$ cat src/rtl/lap_stopwatch.sv
// -----------------------------------------------------------------------------
// lap_stopwatch
//   BCD stopwatch (MM:SS.cc) with a run/pause/clear control FSM and a circular
//   lap memory. Any stored lap can be shown on the display while the live count
//   keeps advancing underneath. The output feeds the 7-segment decoders.
//
// Parameters
//   CLK_DIV    clock cycles per centisecond tick (>= 2)
//   LAP_DEPTH  lap entries, power of 2 (>= 2)
//   MIN_MAX    largest minute value before the count wraps (1..99)
//
// Ports
//   clock        system clock
//   reset        synchronous, active-high reset
//   start_pulse  one-cycle pulse, toggles run/pause (IDLE -> RUN)
//   clear_pulse  one-cycle pulse, zero the count and the lap memory
//   lap_pulse    one-cycle pulse, capture a lap (accepted in RUN only)
//   recall_en    level, 1 = display a lap entry instead of the live count
//   recall_sel   lap index, 0 = most recent
//   digits       registered BCD {m_d, m_u, s_d, s_u, cs_d, cs_u}
//   running      registered, 1 while in RUN
//   lap_count    valid lap entries, saturates at LAP_DEPTH
//   overflow     one-cycle pulse when MIN_MAX:59.99 wraps to 00:00.00
//
// Build option
//   LAP_SPLIT_DELTA_EN  when defined, each lap entry holds the split time
//                       (count minus the count at the previous accepted lap)
//                       instead of the absolute elapsed time.
// -----------------------------------------------------------------------------
module lap_stopwatch #(
  parameter int CLK_DIV   = 500000,
  parameter int LAP_DEPTH = 4,
  parameter int MIN_MAX   = 59
) (
  input  logic                         clock,
  input  logic                         reset,
  input  logic                         start_pulse,
  input  logic                         clear_pulse,
  input  logic                         lap_pulse,
  input  logic                         recall_en,
  input  logic [$clog2(LAP_DEPTH)-1:0] recall_sel,
  output logic [23:0]                  digits,
  output logic                         running,
  output logic [$clog2(LAP_DEPTH):0]   lap_count,
  output logic                         overflow
);

  localparam int PTR_W = $clog2(LAP_DEPTH);
  localparam int CNT_W = PTR_W + 1;
  localparam int PRE_W = $clog2(CLK_DIV);

  localparam logic [PRE_W-1:0] PRE_MAX  = PRE_W'(CLK_DIV - 1);
  localparam logic [CNT_W-1:0] LAP_FULL = CNT_W'(LAP_DEPTH);
  localparam logic [3:0]       MIN_T    = 4'(MIN_MAX / 10);
  localparam logic [3:0]       MIN_U    = 4'(MIN_MAX % 10);

  localparam logic [1:0] ST_IDLE  = 2'd0;
  localparam logic [1:0] ST_RUN   = 2'd1;
  localparam logic [1:0] ST_PAUSE = 2'd2;

  // ---------------------------------------------------------------------------
  // BCD increment across the mixed radices; bit 24 flags the full wrap.
  // NOTE: function locals are combinational temporaries, so blocking '=' is
  // correct here; only the clocked block below uses '<='.
  // ---------------------------------------------------------------------------
  function automatic logic [24:0] bcd_inc(input logic [23:0] c);
    logic [3:0] mt, mu, st, su, ct, cu;
    logic       wrap;
    {mt, mu, st, su, ct, cu} = c;
    wrap = 1'b0;
    if (cu != 4'd9) cu = cu + 4'd1;
    else begin
      cu = 4'd0;
      if (ct != 4'd9) ct = ct + 4'd1;
      else begin
        ct = 4'd0;
        if (su != 4'd9) su = su + 4'd1;
        else begin
          su = 4'd0;
          if (st != 4'd5) st = st + 4'd1;
          else begin
            st = 4'd0;
            if (mt == MIN_T && mu == MIN_U) begin
              mt   = 4'd0;
              mu   = 4'd0;
              wrap = 1'b1;
            end else if (mu != 4'd9) begin
              mu = mu + 4'd1;
            end else begin
              mu = 4'd0;
              mt = mt + 4'd1;
            end
          end
        end
      end
    end
    return {wrap, mt, mu, st, su, ct, cu};
  endfunction

`ifdef LAP_SPLIT_DELTA_EN
  // a - b digit by digit with borrow; seconds-tens uses radix 6, the rest 10.
  // A borrow out of the minutes-tens digit is dropped.
  function automatic logic [23:0] bcd_sub(input logic [23:0] a, input logic [23:0] b);
    logic [23:0] r;
    logic        borrow;
    logic [4:0]  diff;
    logic [4:0]  radix;
    r      = '0;
    borrow = 1'b0;
    for (int i = 0; i < 6; i++) begin
      radix = (i == 3) ? 5'd6 : 5'd10;
      diff  = {1'b0, a[i*4 +: 4]} - {1'b0, b[i*4 +: 4]} - {4'd0, borrow};
      if (diff[4]) begin
        diff   = diff + radix;
        borrow = 1'b1;
      end else begin
        borrow = 1'b0;
      end
      r[i*4 +: 4] = diff[3:0];
    end
    return r;
  endfunction
`endif

  // ---------------------------------------------------------------------------
  // State
  // ---------------------------------------------------------------------------
  logic [1:0]       r_state;
  logic [PRE_W-1:0] r_presc;
  logic [23:0]      r_cnt;
  logic [23:0]      r_lap_mem [LAP_DEPTH];
  logic [PTR_W-1:0] r_wr_ptr;
  logic [CNT_W-1:0] r_lap_count;
  logic [23:0]      r_digits;
  logic             r_running;
  logic             r_overflow;
`ifdef LAP_SPLIT_DELTA_EN
  logic [23:0]      r_last_lap;
`endif

  logic             w_tick;
  logic [24:0]      w_inc;
  logic             w_lap_accept;
  logic [23:0]      w_lap_value;
  logic [PTR_W-1:0] w_rd_idx;
  logic [23:0]      w_recall;

  assign w_tick       = (r_state == ST_RUN) && (r_presc == PRE_MAX);
  assign w_inc        = bcd_inc(r_cnt);
  assign w_lap_accept = lap_pulse && (r_state == ST_RUN);

  // Laps sample the pre-tick count, so a lap coincident with a tick records
  // the value still on display.
`ifdef LAP_SPLIT_DELTA_EN
  assign w_lap_value  = bcd_sub(r_cnt, r_last_lap);
`else
  assign w_lap_value  = r_cnt;
`endif

  // Most recent entry sits just behind the write pointer; the pointer width
  // makes the subtraction wrap modulo LAP_DEPTH.
  assign w_rd_idx = r_wr_ptr - PTR_W'(1) - recall_sel;
  assign w_recall = ({1'b0, recall_sel} < r_lap_count) ? r_lap_mem[w_rd_idx] : '0;

  // NOTE: all state uses non-blocking '<=' so every register samples the
  // pre-edge values, which is what makes "lap captures the pre-tick count"
  // and "start + tick applies the tick then pauses" fall out naturally.
  always_ff @(posedge clock) begin
    if (reset) begin
      r_state     <= ST_IDLE;
      r_presc     <= '0;
      r_cnt       <= '0;
      r_wr_ptr    <= '0;
      r_lap_count <= '0;
      r_digits    <= '0;
      r_running   <= 1'b0;
      r_overflow  <= 1'b0;
`ifdef LAP_SPLIT_DELTA_EN
      r_last_lap  <= '0;
`endif
      // NOTE: the lap memory is a handful of registers that must read back
      // as zero after reset, so it is reset explicitly rather than left to RAM.
      for (int i = 0; i < LAP_DEPTH; i++) r_lap_mem[i] <= '0;
    end else begin
      r_overflow <= 1'b0;

      if (clear_pulse) begin
        // Clear outranks lap and start; both are dropped this cycle.
        r_state     <= ST_IDLE;
        r_presc     <= '0;
        r_cnt       <= '0;
        r_wr_ptr    <= '0;
        r_lap_count <= '0;
`ifdef LAP_SPLIT_DELTA_EN
        r_last_lap  <= '0;
`endif
        for (int i = 0; i < LAP_DEPTH; i++) r_lap_mem[i] <= '0;
      end else begin
        if (w_lap_accept) begin
          r_lap_mem[r_wr_ptr] <= w_lap_value;
          r_wr_ptr            <= r_wr_ptr + PTR_W'(1);
          if (r_lap_count != LAP_FULL) r_lap_count <= r_lap_count + CNT_W'(1);
`ifdef LAP_SPLIT_DELTA_EN
          r_last_lap          <= r_cnt;
`endif
        end

        if (w_tick) begin
          r_cnt      <= w_inc[23:0];
          r_overflow <= w_inc[24];
        end

        // Prescaler holds outside RUN so a pause keeps the sub-tick phase.
        if (r_state == ST_RUN) begin
          r_presc <= (r_presc == PRE_MAX) ? '0 : r_presc + PRE_W'(1);
        end

        if (start_pulse) begin
          case (r_state)
            ST_IDLE:  r_state <= ST_RUN;
            ST_RUN:   r_state <= ST_PAUSE;
            ST_PAUSE: r_state <= ST_RUN;
            default:  r_state <= ST_IDLE;
          endcase
        end
      end

      // Display follows its sources with one register stage.
      r_digits  <= recall_en ? w_recall : r_cnt;
      r_running <= (r_state == ST_RUN);
    end
  end

  assign digits    = r_digits;
  assign running   = r_running;
  assign lap_count = r_lap_count;
  assign overflow  = r_overflow;

endmodule
$ cat config.mk
export PLATFORM = sky130hd
export DESIGN_NAME = lap_stopwatch
export DESIGN_NICKNAME = d
export VERILOG_FILES = /design/src/rtl/lap_stopwatch.sv
export SDC_FILE = /design/constraint.sdc
export NUM_CORES = 1
export LEC_CHECK = 0
export CAP_MARGIN = 20
export CELL_PAD_IN_SITES_DETAIL_PLACEMENT = 2
export CELL_PAD_IN_SITES_GLOBAL_PLACEMENT = 2
export CORE_MARGIN = 5
export CORE_UTILIZATION = 41
export CTS_BUF_LIST = sky130_fd_sc_hd__clkbuf_16
export DETAILED_ROUTE_END_ITERATION = 7
export PLACE_DENSITY = 0.83
export SYNTH_ARGS = -nofsm -noshare
export SYNTH_HDL_FRONTEND = slang
export SYNTH_SLANG_ARGS = --single-unit
$ cat constraint.sdc
create_clock -name clock -period 3.7 [get_ports clock]
set_clock_uncertainty 0.2 [all_clocks]
set_input_delay 0.74 -clock clock [delete_from_list [all_inputs] [get_ports clock]]
set_output_delay 0.74 -clock clock [all_outputs]
set_load 0.02 [all_outputs]
# After elaboration in Yosys (flattened, before gate mapping)
# Memories as Yosys holds them, arrays and structs flattened.
# Cells that the tools add are included.
# op_classes
n_addsub	11
mul	0
div	0
order_cmp	1
eq_ne	12
n_shift	0
n_mux	29
bitwise	9
n_reduce_logical	14
# ops
cell	count
two-way mux 24 bit	7
two-way mux 4 bit	8
adder 4 x 1 -> 4 bit (second input constant)	6
OR reduction 24 bit	1
adder 19 x 1 -> 19 bit (second input constant)	1
== test 19 bit (second input constant)	1
two-way mux 19 bit	1
!= test 4 bit (second input constant)	4
two-way mux 1 bit	11
OR reduction 7 bit	1
AND reduction 6 bit	1
inverter 1 bit	5
AND reduction 5 bit	1
== test 4 x 3 -> 1 bit (second input constant)	1
== test 4 bit (second input constant)	1
!= test 4 x 3 -> 1 bit (second input constant)	1
OR 1 bit	4
one-hot mux 2 bit (2 select lines)	1
AND reduction 2 bit	2
AND reduction 4 bit	1
OR reduction 2 bit	2
adder 3 x 1 -> 3 bit (second input constant)	1
logical AND 1 bit	3
< comparator 2 x 3 -> 1 bit	1
other kinds (10)	10
# totals
reg_bits	76
latchBits	0
ramBits	96
romBits	0
input_bits	8
out_inout_bits	29
wordCells	90
mem_count	1
# mem_list
name	words	width	rd	rd_ports_with_merged_regs	wr	line_no	source
r_lap_mem	4	24	1	0	4	131	logic [23:0] r_lap_mem [LAP_DEPTH];

# Depth between registers and ports, before layout
# logic_depth
ltp_word	8
depth_mapped	8
depth_no_buf	6

# Worst setup path before layout
# OpenSTA, ideal clock, no wires.
# synth_timing
path_type	input -> register
from	input clear_pulse
to	memory r_lap_mem[0][0], enable pin
setup_ns	0.381
arrival_ns	2.344
required_time_ns	3.119
path_slack_ns	0.775
cell_stages	6
path_buffers	2
cell_sequence	or2_2 -> clkbuf_1 -> nor2_1 -> clkbuf_1 -> nand2_1 -> nand2_1
# synth_rtl
item	line_no	source
from (decl)	38	input logic clear_pulse,
to (decl)	131	

# Worst setup path in the final report
# layout_timing
from	input recall_sel[1]
to	register r_digits[9] (netlist: digits[9])
# layout_between
elab_chain_cells	4
elab_cells_between_ends	5
cone_classes	1 x add/sub; 1 x order compare; 2 x mux; 1 x memory
# layout_lines
item	line_no	source
from (decl)	41	input logic [$clog2(LAP_DEPTH)-1:0] recall_sel,
subtractor 2 bit	162	assign w_rd_idx = r_wr_ptr - PTR_W'(1) - recall_sel;
memory (4 x 24 bit)	-	
two-way mux 24 bit (*)	163	assign w_recall = ({1'b0, recall_sel} < r_lap_count) ? r_lap_mem[w_rd_idx] : '0;
two-way mux 24 bit (*)	229	r_digits <= recall_en ? w_recall : r_cnt;
to (signal assigned)	229	
to (decl)	134	logic [23:0] r_digits;
# Mark *: on every way between the ends. The rest lies on a longest branch, timed or not.
# A chain may end at the register's enable or synchronous reset.

==> flow_metrics.tcl <==
set metrics [dict create \
    period_share 0.771 \
    layout_common_cells "and3_1 (101), edfxtp_1 (96), dfxtp_1 (76)" \
    core_sq_mm 0.0185 \
    tightest_slew_ns 0.911 \
    placed_cells 911 \
    max_cap_viol_count 0 \
    row_count 50 \
    drive_above_1_share 0.0804 \
    grt_pass1_vias 6121 \
    die_w_um 146 \
    ys_seq_elements 172 \
    clk_pin_slew_worst_paths_ns 0.06 \
    vias 5528 \
    grt-ovfl-total 0 \
    cp_max_fo 24 \
    crit_required_ns 3.83 \
    drv_slew 0 \
    end_kind "flip-flop" \
    cts_buffers 17 \
    dieArea_sq_mm 0.0214 \
    port_buffers 36 \
    power.static_leakage_nw 3.53 \
    yosysWarnings 0 \
    hold_depth 2 \
    rsz0062_at_grt "no" \
    drcViolationCount 0 \
    cts_setup_buffers 0 \
    slew_headroom 0.390 \
    grt_use_total 0.219 \
    synth_edf_count 96 \
    worstSkewPairLatency_ns 0.44 \
    routed_wl_um 23200 \
    crit_type "in2reg" \
    cts_hold_buffers 0 \
    drtPass1Iterations 5 \
    fin_nets 715 \
    worst_path_largest_cell_delay_ns 0.65 \
    setup_violations 0 \
    n_antenna_cell 0 \
    ir_drop_mv 0.333 \
    place_ws_ns 0.473 \
    power_density_mw_per_mm2 456 \
    reg2reg_depth 5 \
    grt_first_pass_wirelength_um 36300 \
    wl_per_cell_um 24.6 \
    synth_largest_area_cell "edfxtp_1" \
    place_hpwl_um 13800 \
    final-hold-violation-count 0 \
    fin_hold_ws_ns 0.305 \
    root_buffer "clkbuf_16" \
    cp_cell_sequence "clkdlybuf4s50_1 > ha_1 > o21ai_0 > a21oi_1 > or4b_2 > buf_4 > o221ai_1" \
    drt-initial-drc-count 389 \
    ant_nets 0 \
    seq_area_frac_synth 0.577 \
    cts_buffer_depth 2 \
    final_common_cell "and3_1" \
    grt_max_degree 49 \
    worst_slack_ns 0.848 \
    yosys.area.top_type_share 0.378 \
    areaGrowthSynthToFinish_pct 15.6 \
    final_core_utilization 0.476 \
    cts_tree "built" \
    syn-num-nets 696 \
    fmax_mhz 351 \
    startpoint_type "input port" \
    finalNonFillerCells 943 \
    status "complete, no violations" \
    avgSynthCellArea_sq_um 11.3 \
    die_h_um 146 \
    synth_top_flop_cell "edfxtp_1" \
    async_flop_share 0 \
    cts_resized 0 \
    cts_sinks 172 \
    htreeDepth 4 \
    finalSetupTns_ns 0 \
    place_congestion 0.788 \
    hold_class "reg2reg" \
    syn-cell-area_sq_mm 0.00763 \
    grt_antenna_before_repair 0 \
    cp.arrival_ns 2.98 \
    synth_cell_types 50 \
    avgViaCountPerCell 5.86 \
    ioPinCount 37 \
    synthCells 677 \
    cp_slowest_cell "or4b_2" \
    min_period_ns 2.85 \
    initial_core_util 0.412 \
    synth_area_leaders "edfxtp_1 (38%), dfxtp_1 (20%), and3_1 (8.3%), mux2i_1 (6.8%), nand2_1 (2.8%)" \
]
-- per-stage QoR --
step           total power (W)  instance area [sq um]
3_5_place_dp           0.00229                   8250
5_1_grt                0.00415                   8820
6_report               0.00402                   8820
2_1_floorplan          0.00221                   7630
3_3_place_gp           0.00227                   8250
4_1_cts                0.00406                   8820
-- layout make-up --
type	count	area (sq um)
clock buffer	17	425
clock inverter	15	149
fill	1878	9690
inverter	11	41.3
multi-input combinational	439	3000
sequential	172	4400
tap	234	293
timing repair buffer	55	515
-- cell usage after synthesis, types with 2 or more instances --
cell type / number
a21oi_1: 17
a31oi_1: 5
and2_1: 2
and3_1: 101
and3b_1: 2
and4_1: 4
and4b_1: 2
buf_1: 2
clkbuf_1: 52
dfxtp_1: 76
edfxtp_1: 96
ha_1: 11
inv_1: 11
mux2i_1: 52
nand2_1: 56
nand2b_1: 2
nand3_1: 14
nand3b_1: 3
nand4_1: 9
nand4b_1: 5
nor2_1: 44
nor2b_1: 6
nor3_1: 7
nor3b_1: 3
nor4bb_1: 4
o21ai_0: 7
o221ai_1: 24
o311ai_0: 2
o31ai_1: 3
or3_1: 6
or4_1: 3
xnor2_1: 16
xor2_1: 13
-- worst paths after layout --
kind,startpoint,end,slack [ns]
hold reg to reg,r_presc[1]$_SDFFE_PP0N_,r_presc[1]$_SDFFE_PP0N_,0.30
setup / recovery,recall_sel[1],digits[9]$_SDFF_PP0_,0.85
setup reg to reg,r_cnt[7]$_SDFFE_PP0P_,r_cnt[18]$_SDFFE_PP0P_,0.90
hold / removal,r_presc[1]$_SDFFE_PP0N_,r_presc[1]$_SDFFE_PP0N_,0.30
-- state kept, by name, indices dropped and copies added (netlist names) --
signal     flops
digits        24
r_lap_mem     96
r_state        2
r_presc       19
overflow       1
lap_count      3
r_cnt         24
r_wr_ptr       2
running        1
-- where the power goes --
| part | switching, W | leakage (nW) | internal (W) |
|---|---|---|---|
| combinational | 0.000111 | 1.59 | 0.0000563 |
| clock | 0.000788 | 0.264 | 0.000990 |
| sequential | 0.0000182 | 1.68 | 0.00206 |
-- layer usage --
metal / wire [um] / share of wire / GRT usage / vias up
li1: - / - / - / 2520
met4: 376 / 0.016 / 0.0724 / 0
met5: 0 / 0 / 0 / -
met2: 12100 / 0.52 / 0.391 / 136
met1: 9750 / 0.42 / 0.269 / 2845
met3: 942 / 0.041 / 0.0388 / 27
-- cell families (layout without fill, tap and decap cells) --
logic type	Yosys count	count (layout)	synth area share
AND/OR/NAND/NOR	285	285	0.213
buffers and inverters	66	98	0.0326
adder cells (fa/ha/maj)	11	11	0.0180
flip-flops	172	172	0.577
XOR/XNOR	29	29	0.0333
AO/OA/AOI/OAI	62	62	0.0575
multiplexers	52	52	0.0682
-- critical path, delay by kind of cell --
family	cells	cell delay [ns]
compound gates	3	0.52
buf+inv	2	0.74
fa+ha+maj	1	0.31
simple gates	1	0.65
Note: power is estimated with default switching activity, not from simulation.
